## src/rtl/fb_pkg.sv

```systemverilog
// Shared types and default sizing for the frame buffer arbiter.
package fb_pkg;

  localparam int unsigned FB_FRAME_WORDS = 172800;
  localparam int unsigned FB_BURST       = 8;

  typedef enum logic [1:0] {IDLE, WR_ACC, RD_ACC, NEXT} fb_state_t;
  typedef enum logic {GNT_WR, GNT_RD} fb_grant_t;

endpackage

```

## src/rtl/fb_addr_counter.sv

```systemverilog
// Circular frame-buffer address counter with a pending start-of-frame clear
// that is only allowed to take effect between accesses.
module fb_addr_counter
  import fb_pkg::*;
#(
  parameter int unsigned W    = 24,
  parameter int unsigned WRAP = FB_FRAME_WORDS
) (
  input  logic         clk,
  input  logic         reset,
  input  logic         sof,
  input  logic         apply,
  input  logic         inc,
  output logic [W-1:0] count,
  output logic [W-1:0] count_nxt_c
);

  logic [W-1:0] cnt_q, cnt_d;
  logic         pend_q, pend_d;

  // A pending clear beats an increment landing on the same edge.
  always_comb begin
    cnt_d  = cnt_q;
    pend_d = pend_q | sof;
    if (inc) begin
      cnt_d = (cnt_q == W'(WRAP - 1)) ? '0 : cnt_q + W'(1);
    end
    if (apply && pend_d) begin
      cnt_d  = '0;
      pend_d = 1'b0;
    end
  end

  always_ff @(posedge clk) begin
    if (reset) begin
      cnt_q  <= '0;
      pend_q <= 1'b0;
    end else begin
      cnt_q  <= cnt_d;
      pend_q <= pend_d;
    end
  end

  assign count       = cnt_q;
  assign count_nxt_c = cnt_d;

endmodule

```

## src/rtl/frame_buffer_arbiter.sv

```systemverilog
// Shares one SDRAM controller port between the camera write FIFO and the
// display read FIFO, with urgent-read priority and bounded alternating bursts.
module frame_buffer_arbiter
  import fb_pkg::*;
#(
  parameter int unsigned ADDR_W      = 24,
  parameter int unsigned FRAME_WORDS = FB_FRAME_WORDS,
  parameter int unsigned BURST       = FB_BURST,
  parameter int unsigned LVL_W       = 12,
  parameter int unsigned LOW_WATER   = 256,
  parameter int unsigned HIGH_WATER  = 3840
) (
  input  logic              clk,
  input  logic              reset,
  input  logic              wr_empty,
  input  logic [15:0]       wr_data,
  output logic              wr_pop,
  input  logic              wr_sof,
  input  logic [LVL_W-1:0]  rd_level,
  input  logic              rd_sof,
  output logic              rd_push,
  output logic [15:0]       rd_data,
  output logic [ADDR_W-1:0] dram_addr,
  output logic [15:0]       dram_wdata,
  output logic              dram_sel_l,
  output logic              dram_we_l,
  input  logic [15:0]       dram_rdata,
  input  logic              dram_ack,
  output logic              busy
);

  localparam int unsigned CNT_W = $clog2(BURST + 1);

  fb_state_t         state_q, state_d;
  fb_grant_t         last_q, last_d;
  logic [CNT_W-1:0]  burst_q, burst_d;
  logic              sel_l_q, sel_l_d, we_l_q, we_l_d, busy_q, busy_d, rd_push_q, rd_push_d;
  logic [ADDR_W-1:0] addr_q, addr_d;
  logic [15:0]       wdata_q, wdata_d, rd_data_q, rd_data_d;
  logic              wr_req, rd_urgent, rd_req, rd_more, apply, wr_inc, rd_inc, go_wr, go_rd;
  logic [ADDR_W-1:0] wr_addr, wr_addr_nxt, rd_addr, rd_addr_nxt;

  assign wr_req    = !wr_empty;
  assign rd_urgent = rd_level < LVL_W'(LOW_WATER);
  assign rd_req    = rd_level < LVL_W'(HIGH_WATER);
  assign rd_more   = rd_level < LVL_W'(HIGH_WATER - 1);
  assign apply     = (state_q == IDLE) || (state_q == NEXT);

  fb_addr_counter #(.W(ADDR_W), .WRAP(FRAME_WORDS)) u_wr_cnt (
    .clk(clk), .reset(reset), .sof(wr_sof), .apply(apply), .inc(wr_inc),
    .count(wr_addr), .count_nxt_c(wr_addr_nxt)
  );

  fb_addr_counter #(.W(ADDR_W), .WRAP(FRAME_WORDS)) u_rd_cnt (
    .clk(clk), .reset(reset), .sof(rd_sof), .apply(apply), .inc(rd_inc),
    .count(rd_addr), .count_nxt_c(rd_addr_nxt)
  );

  // Next-state and registered bus outputs; bus fields hold unless changed.
  always_comb begin
    state_d   = state_q;
    last_d    = last_q;
    burst_d   = burst_q;
    sel_l_d   = sel_l_q;
    we_l_d    = we_l_q;
    addr_d    = addr_q;
    wdata_d   = wdata_q;
    rd_data_d = rd_data_q;
    rd_push_d = 1'b0;
    wr_inc    = 1'b0;
    rd_inc    = 1'b0;
    go_wr     = 1'b0;
    go_rd     = 1'b0;
    unique case (state_q)
      IDLE: begin
        if (rd_urgent)              go_rd = 1'b1;
        else if (wr_req && rd_req)  begin go_wr = (last_q == GNT_RD); go_rd = (last_q == GNT_WR); end
        else if (wr_req)            go_wr = 1'b1;
        else if (rd_req)            go_rd = 1'b1;
        if (go_wr || go_rd) begin
          last_d  = go_wr ? GNT_WR : GNT_RD;
          burst_d = '0;
        end
      end
      WR_ACC: begin
        if (dram_ack) begin
          wr_inc  = 1'b1;
          burst_d = burst_q + CNT_W'(1);
          sel_l_d = 1'b1;
          we_l_d  = 1'b1;
          state_d = NEXT;
        end
      end
      RD_ACC: begin
        if (dram_ack) begin
          rd_inc    = 1'b1;
          burst_d   = burst_q + CNT_W'(1);
          rd_data_d = dram_rdata;
          rd_push_d = 1'b1;
          sel_l_d   = 1'b1;
          state_d   = NEXT;
        end
      end
      NEXT: begin
        if (burst_q < CNT_W'(BURST) && last_q == GNT_WR && wr_req)       go_wr = 1'b1;
        else if (burst_q < CNT_W'(BURST) && last_q == GNT_RD && rd_more) go_rd = 1'b1;
        else                                                             state_d = IDLE;
      end
      default: state_d = IDLE;
    endcase
    // Launch addresses from the counters' next value so an SOF clear applies now.
    if (go_wr) begin
      state_d = WR_ACC;
      sel_l_d = 1'b0;
      we_l_d  = 1'b0;
      addr_d  = wr_addr_nxt;
      wdata_d = wr_data;
    end else if (go_rd) begin
      state_d = RD_ACC;
      sel_l_d = 1'b0;
      we_l_d  = 1'b1;
      addr_d  = rd_addr_nxt;
    end
    busy_d = (state_d != IDLE);
  end

  always_ff @(posedge clk) begin
    if (reset) begin
      state_q   <= IDLE;
      last_q    <= GNT_RD;
      burst_q   <= '0;
      sel_l_q   <= 1'b1;
      we_l_q    <= 1'b1;
      addr_q    <= '0;
      wdata_q   <= '0;
      rd_data_q <= '0;
      rd_push_q <= 1'b0;
      busy_q    <= 1'b0;
    end else begin
      state_q   <= state_d;
      last_q    <= last_d;
      burst_q   <= burst_d;
      sel_l_q   <= sel_l_d;
      we_l_q    <= we_l_d;
      addr_q    <= addr_d;
      wdata_q   <= wdata_d;
      rd_data_q <= rd_data_d;
      rd_push_q <= rd_push_d;
      busy_q    <= busy_d;
    end
  end

  // The pop rides on the ack so the show-ahead head is fresh by NEXT.
  assign wr_pop     = !reset && (state_q == WR_ACC) && dram_ack;
  assign rd_push    = rd_push_q;
  assign rd_data    = rd_data_q;
  assign dram_addr  = addr_q;
  assign dram_wdata = wdata_q;
  assign dram_sel_l = sel_l_q;
  assign dram_we_l  = we_l_q;
  assign busy       = busy_q;

endmodule

```

## config.mk

```make
export PLATFORM = sky130hd
export DESIGN_NAME = frame_buffer_arbiter
export DESIGN_NICKNAME = d
export VERILOG_FILES = /design/src/rtl/fb_pkg.sv /design/src/rtl/fb_addr_counter.sv /design/src/rtl/frame_buffer_arbiter.sv
export SDC_FILE = /design/constraint.sdc
export NUM_CORES = 1
export LEC_CHECK = 0
export ABC_CLOCK_PERIOD_IN_PS = 2800
export CORE_MARGIN = 2
export CORE_UTILIZATION = 40
export CTS_CLUSTER_DIAMETER = 150
export DETAILED_ROUTE_END_ITERATION = 10
export HOLD_SLACK_MARGIN = 0.02
export MAX_ROUTING_LAYER = met4
export SYNTH_ARGS = -nofsm -noshare
export SYNTH_HDL_FRONTEND = slang
export SYNTH_SLANG_ARGS = --single-unit
```

## constraint.sdc

```tcl
create_clock -name clk -period 2.8 [get_ports clk]
set_input_delay 0.28 -clock clk [delete_from_list [all_inputs] [get_ports clk]]
set_output_delay 0.28 -clock clk [all_outputs]
set_load 0.005 [all_outputs]
```

==> results of run 1 <==
[Yosys cell counts (12+ instances only)]
master,number,area (sq um)
nor2_1,30,112.6
nor3_1,13,65.06
inv_1,17,63.81
nand3_1,22,110.1
xnor2_1,17,148.9
nand2_1,101,379.1
dfxtp_1,117,2342
and3_1,12,75.07
clkbuf_1,18,67.56
a21oi_1,55,275.3
nor4_1,14,87.58
a221o_1,12,120.1
o21ai_0,12,60.06
nand4_1,14,87.58
[cell usage in the layout (no fill, tap or decap), types with 4 or more instances in the layout]
master / n
clkdlybuf4s50_1: 109
nor4_1: 14
and4_1: 8
or4_1: 10
nand3_1: 22
inv_1: 17
xnor2_1: 17
ha_1: 7
a21oi_1: 55
o31a_1: 7
xor2_1: 10
o211ai_1: 7
o21a_1: 8
o21ai_0: 12
a211oi_1: 9
and3_1: 12
nor4b_1: 6
a221o_1: 12
bufinv_16: 4
or3_1: 7
a32oi_1: 4
nand4_1: 14
nand2_1: 101
o31ai_1: 9
nor2b_1: 10
clkbuf_16: 17
nor3_1: 13
buf_4: 25
and2_1: 8
dfxtp_1: 117
o221ai_1: 7
nor2_1: 30
[logic make-up after synthesis]
family                   after synthesis  share of synthesized area (%)
XOR/XNOR                              27                          4.393
adder cells (fa/ha/maj)                7                          1.627
AO/OA/AOI/OAI                        151                          19.90
multiplexers                           1                         0.1860
buffers and inverters                 51                          4.207
flip-flops                           117                          43.51
AND/OR/NAND/NOR                      270                          26.17
[area by class of cell]
cell class	count	area [sq um]	share of cell area, %
Inverter	17	63.81	0.8684
Clock buffer	22	474.2	6.453
Clock inverter	9	150.1	2.043
Timing Repair Buffer	135	1284	17.47
Multi-Input combinational cell	456	2814	38.29
Tap cell	176	220.2	2.997
Sequential cell	117	2342	31.87
[layer usage]
metal  global-route usage, %  vias up  routed length [microns]
met2                   36.36      148                     7559
met5                       -        -                        0
met1                   28.28     2465                     7036
met3                   5.181       19                      842
met4                   6.912        0                      197
li1                        -     2542                        -
[metrics by stage]
stage | hold slack [ns] | util (%) | setup slack, ns | std cells
finish | 0.2894 | 55.71 | 0.2866 | 932
floorplan | 0.4160 | - | 0.5980 | 624
global route | 0.2960 | 55.71 | 0.1747 | 932
CTS | 0.2717 | 55.71 | 0.2861 | 932
global placement | 0.4419 | 50.98 | 0.1425 | 901
detailed placement | 0.4470 | 50.98 | 0.1181 | 901
[worst max-delay path, delay by kind of cell, from the launching register on]
| family | cells | cell delay [ns] |
|---|---|---|
| fa+ha+maj | 1 | 0.26 |
| flops | 1 | 0.33 |
| buf+inv | 1 | 0.11 |
| compound gates | 2 | 0.47 |
| simple gates | 3 | 1.28 |
[registers in the layout (all words and copies together), names as in the netlist, 2 cells and up]
signal	cells
dram_addr	24
u_rd_cnt.count	24
state_q	2
u_wr_cnt.count	24
burst_q	4
rd_data	16
dram_wdata	16
[power by group through the flow]
| stage | sequential [mW] | combinational, mW | clock (mW) |
|---|---|---|---|
| 2_1_floorplan | 1.93 | 0.713 | 0 |
| 3_3_place_gp | 1.92 | 1.27 | 0 |
| 3_5_place_dp | 1.93 | 1.29 | 0 |
| 4_1_cts | 1.89 | 1.30 | 2.32 |
| 5_1_grt | 1.91 | 1.43 | 2.40 |
| 6_report | 1.89 | 1.30 | 2.28 |
[worst paths after layout]
check | from | to | cells after the start | slack [ns]
min | reset | dram_we_l | 4 | 0.29
min reg2reg | dram_wdata[4] | dram_wdata[4] | 2 | 0.45
max reg2reg | state_q[0] | dram_addr[12] | 7 | 0.29
max | state_q[0] | dram_addr[12] | 7 | 0.29
==> results_tabular.tex, run 1 <==
\begin{tabular}{lr}
\hline
Metric & Value \\
\hline
\multicolumn{2}{l}{\textbf{Power and ir drop}} \\
\quad Largest voltage drop on the vdd net & 0.3921 mV \\
\quad LEAKAGE & 2.544 nW \\
\quad Switching portion of total power & 28.24\% \\
\quad Post-layout power & 5.472 mW \\
\quad Register share of total power & 34.6\% \\
\quad Net Sw Power & 1.545 mW \\
\quad Power density normalized to cell area & 744.6 nW/um\^{}2 \\
\quad Relative contribution of combinational cells to total power & 23.7\% \\
\quad Int Power & 3.926 mW \\
\quad Clock share of power & 41.6\% \\
\multicolumn{2}{l}{\textbf{STA}} \\
\quad Final worst path period need & 2.513 ns \\
\quad Setup total negative slack & 0 ns \\
\quad Final setup violating endpoints & 0 \\
\quad Slew Limit Fails & 0 \\
\quad Least-Margin Pin Slew & 0.5932 ns \\
\quad Count of endpoints failing hold in the final timing report & 0 \\
\quad RSZ-0062 raised after global routing & no \\
\quad Timing-limited maximum frequency & 397.9 MHz \\
\quad Final clock period utilization by the worst path & 89.76\% \\
\quad Clk\_skew & 0.01254 ns \\
\quad Max-Slew Margin vs Limit & 60.45\% \\
\multicolumn{2}{l}{\textbf{Setup path}} \\
\quad Largest stage delay on the critical path & 0.57 ns \\
\quad Slowest cell on the critical path & or4\_1 \\
\quad Crit path max fanout & 14 \\
\quad Setup CP Type & reg2reg \\
\quad Sort of element at the end of the critical path & flop \\
\quad Worst Path Required & 3.15 ns \\
\quad Sort of element at the start of the critical path & flop \\
\quad Worst-path cell chain & inv\_1 > ha\_1 > nand4\_2 > or3\_4 > or4\_1 > a211oi\_1 > a221o\_1 \\
\quad WP data arrival & 2.87 ns \\
\multicolumn{2}{l}{\textbf{Synthesis}} \\
\quad Average cell area after synthesis & 8.626 sq um \\
\quad Part of the Yosys area used for sequential elements & 43.51\% \\
\quad Net Count, Synth & 681 \\
\quad Synthesis warning total & 0 \\
\quad Number of synthesized flops with an enable pin & 0 \\
\quad Synth async-reset ratio & 0\% \\
\quad Number of distinct library cells after synthesis & 62 \\
\quad Yosys reg bits & 117 \\
\quad Cells after Synth & 624 \\
\quad Cell Area, Synth & 5383 sq um \\
\quad Predominant post-synthesis flop cell & dfxtp\_1 \\
\multicolumn{2}{l}{\textbf{Run}} \\
\quad Max Cap Violations & 0 \\
\multicolumn{2}{l}{\textbf{Floorplan}} \\
\quad Die width & 120 microns \\
\quad Number of cell rows & 42 \\
\quad Boundary pin count & 111 \\
\quad Vertical die dimension & 120 microns \\
\quad Die area & 14400 sq um \\
\quad Core box area & 13190 sq um \\
\quad Starting utilization of the core area & 40.81\% \\
\multicolumn{2}{l}{\textbf{Route}} \\
\quad Post-detailed-route count of antenna-violating nets & 0 \\
\quad DR iter-0 viols & 462 \\
\quad Mean number of vias per cell & 5.552 \\
\quad Avg WL per Cell & 16.78 microns \\
\quad Count of vias placed by the detailed router & 5174 \\
\quad Overall routed net length & 15.64 mm \\
\quad DRC violation count after routing & 0 \\
\quad Number of optimization iterations in the first detailed-route pass & 5 \\
\multicolumn{2}{l}{\textbf{Cells and area}} \\
\quad Final Net Count & 801 \\
\quad Antenna diode instance count & 0 \\
\quad Post-route standard cell area excluding fillers & 7348 sq um \\
\quad Share of final-layout standard cells stronger than drive strength 1 & 8.862\% \\
\quad FILL cells & 1194 \\
\quad Area overhead of the layout relative to synthesis & 36.52\% \\
\multicolumn{2}{l}{\textbf{Status}} \\
\quad Outcome & finished, final reports clean \\
\multicolumn{2}{l}{\textbf{Global route}} \\
\quad Pin count of the biggest net entering global routing & 54 \\
\quad Number of antenna violations at the first check in global routing & 0 \\
\quad Global router's overall resource usage & 22.59\% \\
\quad Total grt overflow & 0 \\
\quad Via count of the first global-routing pass & 4795 \\
\quad Global-route wire length before repair & 24.78 mm \\
\multicolumn{2}{l}{\textbf{Placed design}} \\
\quad Number of input and output port buffers inserted & 110 \\
\quad Hpwl dp & 11.54 mm \\
\quad Placed Area & 6724 sq um \\
\quad Placer congestion estimate & 0.8926 \\
\multicolumn{2}{l}{\textbf{Clocking}} \\
\quad Clock slew at the register clock pins of the worst setup and hold paths & 0.05 ns \\
\quad Clk\_lat worst skew & 0.41 ns \\
\quad Root Buffer Master & clkbuf\_16 \\
\quad Post CTS Setup Buffer Count & 0 \\
\quad Count of instances resized after the clock tree is built & 0 \\
\quad Number of levels the H-tree was split into & 4 \\
\quad Sink Count & 117 \\
\quad Number of buffers added to fix hold violations after cts & 0 \\
\quad Clock tree from TritonCTS & done \\
\quad Maximum number of buffers from clock root to sink & 2 \\
\quad TritonCTS Buffers & 17 \\
\multicolumn{2}{l}{\textbf{Worst hold path}} \\
\quad Min-Delay Path Class & in2reg \\
\hline
\end{tabular}
Note: power is estimated with default switching activity, not from simulation.
==> inputs of run 2 (changes only) <==
Settings changed: CORE_MARGIN 2 to not set.
==> results_tabular.tex, run 2 (synthesized netlist as in run 1, its figures left out) <==
\begin{tabular}{lr}
\hline
Metric & Value \\
\hline
\multicolumn{2}{l}{\textbf{Floorplan}} \\
\quad Vertical die dimension & 118 microns \\
\quad Die width & 118 microns \\
\quad Starting utilization of the core area & 40.81\% \\
\quad Number of cell rows & 42 \\
\quad Boundary pin count & 111 \\
\quad Die area & 13920 sq um \\
\quad Core box area & 13190 sq um \\
\multicolumn{2}{l}{\textbf{Cells and area}} \\
\quad FILL cells & 1239 \\
\quad Commonest cells after routing, fill and taps aside & dfxtp\_1 (117), clkdlybuf4s50\_1 (109), nand2\_1 (101) \\
\quad Antenna diode instance count & 0 \\
\quad Post-route standard cell area excluding fillers & 7363 sq um \\
\quad Final Net Count & 804 \\
\quad Share of final-layout standard cells stronger than drive strength 1 & 9.211\% \\
\quad Area overhead of the layout relative to synthesis & 36.80\% \\
\quad Area occupied by registers & 2342 sq um \\
\quad Leading cell type in the layout, fill and taps excluded & dfxtp\_1 \\
\quad Area occupied by multi-input gates & 2814 sq um \\
\multicolumn{2}{l}{\textbf{STA}} \\
\quad Final clock period utilization by the worst path & 90.75\% \\
\quad Clk\_skew & 0.005563 ns \\
\quad Final worst path period need & 2.541 ns \\
\quad Max-Slew Margin vs Limit & 19.77\% \\
\quad Final-layout worst hold slack & 0.1680 ns \\
\quad Slew Limit Fails & 0 \\
\quad Final setup violating endpoints & 0 \\
\quad Setup total negative slack & 0 ns \\
\quad Post-route setup slack & 0.2589 ns \\
\quad Timing-limited maximum frequency & 393.5 MHz \\
\quad Count of endpoints failing hold in the final timing report & 0 \\
\quad RSZ-0062 raised after global routing & no \\
\quad Least-Margin Pin Slew & 1.194 ns \\
\multicolumn{2}{l}{\textbf{Placed design}} \\
\quad Number of input and output port buffers inserted & 110 \\
\quad Placement-stage worst setup slack & 0.07114 ns \\
\quad Placed Area & 6746 sq um \\
\quad Placer congestion estimate & 0.9167 \\
\quad Hpwl dp & 11.44 mm \\
\multicolumn{2}{l}{\textbf{Power and ir drop}} \\
\quad Net Sw Power & 1.562 mW \\
\quad Clock share of power & 41.5\% \\
\quad Switching portion of total power & 28.53\% \\
\quad Register share of total power & 34.7\% \\
\quad Int Power & 3.912 mW \\
\quad Power density normalized to cell area & 743.3 nW/um\^{}2 \\
\quad LEAKAGE & 2.562 nW \\
\quad Relative contribution of combinational cells to total power & 23.8\% \\
\quad Largest voltage drop on the vdd net & 0.5116 mV \\
\multicolumn{2}{l}{\textbf{Clocking}} \\
\quad Clock slew at the register clock pins of the worst setup and hold paths & 0.05 ns \\
\quad Number of buffers added to fix hold violations after cts & 0 \\
\quad Clk\_lat worst skew & 0.42 ns \\
\quad Sink Count & 117 \\
\quad Root Buffer Master & clkbuf\_16 \\
\quad Number of levels the H-tree was split into & 4 \\
\quad Clock tree from TritonCTS & done \\
\quad Post CTS Setup Buffer Count & 0 \\
\quad TritonCTS Buffers & 17 \\
\quad Count of instances resized after the clock tree is built & 0 \\
\quad Maximum number of buffers from clock root to sink & 2 \\
\multicolumn{2}{l}{\textbf{Route}} \\
\quad Mean number of vias per cell & 5.510 \\
\quad Post-detailed-route count of antenna-violating nets & 0 \\
\quad DRC violation count after routing & 0 \\
\quad Count of vias placed by the detailed router & 5157 \\
\quad Avg WL per Cell & 16.73 microns \\
\quad DR iter-0 viols & 420 \\
\quad Overall routed net length & 15.66 mm \\
\quad Number of optimization iterations in the first detailed-route pass & 5 \\
\multicolumn{2}{l}{\textbf{Global route}} \\
\quad Pin count of the biggest net entering global routing & 54 \\
\quad Global router's overall resource usage & 23.54\% \\
\quad Global-route wire length before repair & 24.91 mm \\
\quad Via count of the first global-routing pass & 4894 \\
\quad Number of antenna violations at the first check in global routing & 0 \\
\quad Total grt overflow & 0 \\
\multicolumn{2}{l}{\textbf{Worst hold path}} \\
\quad Min-Delay Path Class & in2reg \\
\multicolumn{2}{l}{\textbf{Setup path}} \\
\quad Setup CP Type & reg2reg \\
\quad WP data arrival & 2.90 ns \\
\quad Worst Path Required & 3.16 ns \\
\quad Crit path max fanout & 11 \\
\quad Sort of element at the end of the critical path & flop \\
\quad Register-to-register path setup slack & 0.26 ns \\
\quad Sort of element at the start of the critical path & flop \\
\multicolumn{2}{l}{\textbf{Run}} \\
\quad Max Cap Violations & 0 \\
\multicolumn{2}{l}{\textbf{Status}} \\
\quad Outcome & finished, final reports clean \\
\hline
\end{tabular}
==> run 2: power by group through the flow <==
stage | clock network [mW] | logic [mW] | registers, mW
detailed placement | 0 | 1.30 | 1.93
CTS | 2.30 | 1.31 | 1.90
global placement | 0 | 1.29 | 1.92
finish | 2.27 | 1.31 | 1.90
floorplan | 0 | 0.713 | 1.93
global route | 2.39 | 1.43 | 1.91
==> run 2: metrics by stage <==
| stage | power [mW] | utilization [%] | cells |
|---|---|---|---|
| 6_report | 5.473 | 55.82 | 936 |
| 5_1_grt | 5.737 | 55.82 | 936 |
| 4_1_cts | 5.512 | 55.82 | 936 |
| 3_5_place_dp | 3.234 | 51.15 | 904 |
| 3_3_place_gp | 3.212 | 51.15 | 904 |
| 2_1_floorplan | 2.643 | - | 624 |
==> run 2: path summary, 6_finish.rpt <==
path / from / to / cells past startpoint
worst min-delay path: reset / dram_sel_l / 3
worst max-delay path: state_q[1] / dram_addr[18] / 6
worst max register to register: state_q[1] / dram_addr[18] / 6
worst min register to register: dram_wdata[8] / dram_wdata[8] / 2
==> run 2: worst max-delay path, cell delays in order, from the launching register on <==
cell	delay [ns]
dfxtp_1	0.38
inv_1	0.09
ha_1	0.43
inv_1	0.25
nand2_2	0.08
nor3_1	0.96
a221o_1	0.28
==> run 2: layer usage <==
| metal | vias to the layer above | GRT usage (%) | share of wire (%) |
|---|---|---|---|
| li1 | 2553 | - | - |
| met2 | 172 | 36.21 | 46 |
| met4 | 0 | 7.051 | 1.3 |
| met1 | 2414 | 30.28 | 46 |
| met5 | - | - | 0 |
| met3 | 18 | 6.056 | 6.4 |
==> run 2: cell type report <==
class	instances	share of cell area (%)
Tap cell	176	2.991
Timing Repair Buffer	138	17.74
Inverter	17	0.8666
Clock inverter	10	2.073
Sequential cell	117	31.81
Multi-Input combinational cell	456	38.22
Clock buffer	22	6.304
==> inputs of run 3 (changes only) <==
Settings changed: SETUP_SLACK_MARGIN set to 0.5.
==> results_tabular.tex, run 3 (synthesized netlist as in run 1, its figures left out) <==
\begin{tabular}{lr}
\hline
Metric & Value \\
\hline
\multicolumn{2}{l}{\textbf{Setup path}} \\
\quad Worst Path Required & 2.52 ns \\
\quad R2R Path End & dram\_addr[15] \\
\quad Setup CP Type & in2out \\
\quad Crit path max fanout & 11 \\
\quad Register-to-register path setup slack & 0.56 ns \\
\quad Startpoint of the lowest-slack register-to-register path & state\_q[0] \\
\quad WP data arrival & 1.98 ns \\
\quad Sort of element at the end of the critical path & output port \\
\quad Cells on worst reg2reg path & 8 \\
\quad Sort of element at the start of the critical path & input port \\
\multicolumn{2}{l}{\textbf{Route}} \\
\quad DR iter-0 viols & 381 \\
\quad Overall routed net length & 16.16 mm \\
\quad Avg WL per Cell & 17.06 microns \\
\quad Post-detailed-route count of antenna-violating nets & 0 \\
\quad Number of optimization iterations in the first detailed-route pass & 7 \\
\quad Mean number of vias per cell & 5.568 \\
\quad Count of vias placed by the detailed router & 5273 \\
\quad DRC violation count after routing & 0 \\
\multicolumn{2}{l}{\textbf{STA}} \\
\quad Max-Slew Margin vs Limit & 53.96\% \\
\quad Final setup violating endpoints & 0 \\
\quad Clk\_skew & 0.005750 ns \\
\quad Final clock period utilization by the worst path & 80.84\% \\
\quad Least-Margin Pin Slew & 0.6868 ns \\
\quad Setup total negative slack & 0 ns \\
\quad Final worst path period need & 2.264 ns \\
\quad RSZ-0062 raised after global routing & yes \\
\quad Slew Limit Fails & 0 \\
\quad Count of endpoints failing hold in the final timing report & 0 \\
\quad Timing-limited maximum frequency & 441.8 MHz \\
\multicolumn{2}{l}{\textbf{Clocking}} \\
\quad TritonCTS Buffers & 17 \\
\quad Maximum number of buffers from clock root to sink & 2 \\
\quad Sink Count & 117 \\
\quad Clk\_lat worst skew & 0.41 ns \\
\quad Root Buffer Master & clkbuf\_16 \\
\quad Clock slew at the register clock pins of the worst setup and hold paths & 0.05 ns \\
\quad Clock tree from TritonCTS & done \\
\quad Number of levels the H-tree was split into & 4 \\
\multicolumn{2}{l}{\textbf{Cells and area}} \\
\quad Share of final-layout standard cells stronger than drive strength 1 & 13.62\% \\
\quad Final Core Density & 57.46\% \\
\quad FILL cells & 1217 \\
\quad Commonest cells after routing, fill and taps aside & dfxtp\_1 (115), clkdlybuf4s50\_1 (109), nand2\_1 (99) \\
\quad Antenna diode instance count & 0 \\
\quad Area overhead of the layout relative to synthesis & 40.80\% \\
\quad Post-route standard cell area excluding fillers & 7579 sq um \\
\quad Area occupied by registers & 2345 sq um \\
\quad Leading cell type in the layout, fill and taps excluded & dfxtp\_1 \\
\quad Final Net Count & 815 \\
\quad Area occupied by multi-input gates & 2929 sq um \\
\multicolumn{2}{l}{\textbf{Worst hold path}} \\
\quad Source of the worst hold timing path & reset \\
\quad Worst Hold End & dram\_sel\_l \\
\quad Min-Delay Path Class & in2reg \\
\quad Cell depth of the worst min-delay path & 3 \\
\multicolumn{2}{l}{\textbf{Global route}} \\
\quad Via count of the first global-routing pass & 4968 \\
\quad Pin count of the biggest net entering global routing & 54 \\
\quad Global router's overall resource usage & 24.07\% \\
\quad Number of antenna violations at the first check in global routing & 0 \\
\quad Total grt overflow & 0 \\
\quad Global-route wire length before repair & 25.44 mm \\
\multicolumn{2}{l}{\textbf{Floorplan}} \\
\quad Die width & 118 microns \\
\quad Number of cell rows & 42 \\
\quad Core box area & 13190 sq um \\
\quad Starting utilization of the core area & 40.81\% \\
\quad Die area & 13920 sq um \\
\quad Vertical die dimension & 118 microns \\
\quad Boundary pin count & 111 \\
\multicolumn{2}{l}{\textbf{Power and ir drop}} \\
\quad Largest voltage drop on the vdd net & 0.5165 mV \\
\quad Post-layout power & 5.563 mW \\
\quad LEAKAGE & 2.638 nW \\
\quad Power density normalized to cell area & 734.0 nW/um\^{}2 \\
\multicolumn{2}{l}{\textbf{Placed design}} \\
\quad Hpwl dp & 11.44 mm \\
\quad Placer congestion estimate & 0.9167 \\
\quad Number of input and output port buffers inserted & 110 \\
\quad Placed Area & 6746 sq um \\
\multicolumn{2}{l}{\textbf{Status}} \\
\quad Outcome & finished, final reports clean \\
\multicolumn{2}{l}{\textbf{Run}} \\
\quad Max Cap Violations & 0 \\
\hline
\end{tabular}
## run 3: cell count changes in the layout (fill, tap and decap cells not counted), sizes merged
| cell | delta |
|---|---|
| clkbuf | +1 |
| or3 | +1 |
| buf | +8 |
| and2 | +1 |
## run 3: cell type report
| cell class | instances | share of cell area [%] |
|---|---|---|
| Clock buffer | 22 | 6.125 |
| Clock inverter | 10 | 2.014 |
| Inverter | 17 | 0.8420 |
| Multi-Input combinational cell | 458 | 38.65 |
| Sequential cell | 117 | 30.94 |
| Tap cell | 176 | 2.906 |
| Timing Repair Buffer | 147 | 18.52 |
## run 3: through the flow
step | hold WS [ns] | setup WS, ns | std cells
after CTS | 0.1513 | 0.4756 | 939
after floorplan | 0.4160 | 0.5980 | 624
after global routing | 0.1717 | 0.4525 | 947
final | 0.1732 | 0.5364 | 947
after detailed placement | 0.4473 | 0.07114 | 904
after global placement | 0.4417 | 0.1230 | 904
## run 3: critical path, cell delays in order
cell and delay [ns]:
clkdlybuf4s50_1 0.55, buf_4 0.17, buf_4 0.17, nand2_1 0.14, nor2_1 0.15, clkdlybuf4s50_1 0.52
## run 3: routing by layer
layer,vias up,track usage (%),wire [microns]
met4,0,7.772,228
met5,-,-,0
li1,2571,-,-
met2,186,36.73,7589
met1,2495,31.16,7288
met3,21,5.911,1053
## run 3: worst max-delay path by stage
| stage | start | end | cells past startpoint |
|---|---|---|---|
| final | dram_ack | wr_pop | 6 |
| after global routing | dram_ack | wr_pop | 6 |
| after CTS | state_q[0] | dram_addr[23] | 8 |
| after detailed placement | rd_level[9] | dram_addr[8] | 6 |
| after global placement | wr_empty | dram_addr[17] | 7 |
| after floorplan | state_q[0] | dram_addr[19] | 9 |
## run 3: what timing repair did
action	4_1_cts	5_1_grt
gates cloned	1	2
gates resized for setup	10	21
endpoints found under the setup margin	15	34
endpoints found under the hold margin	0	0
setup buffers	2	6
hold buffers	0	0
pin swaps	2	9
## run 3: where the power goes
group          internal, mW  switching [mW]  total [mW]  leakage [nW]
Sequential             1.81          0.0883        1.90         0.947
Clock                  1.53           0.740        2.27         0.304
Combinational         0.621           0.773        1.39          1.39
Total                  3.96            1.60        5.56          2.64
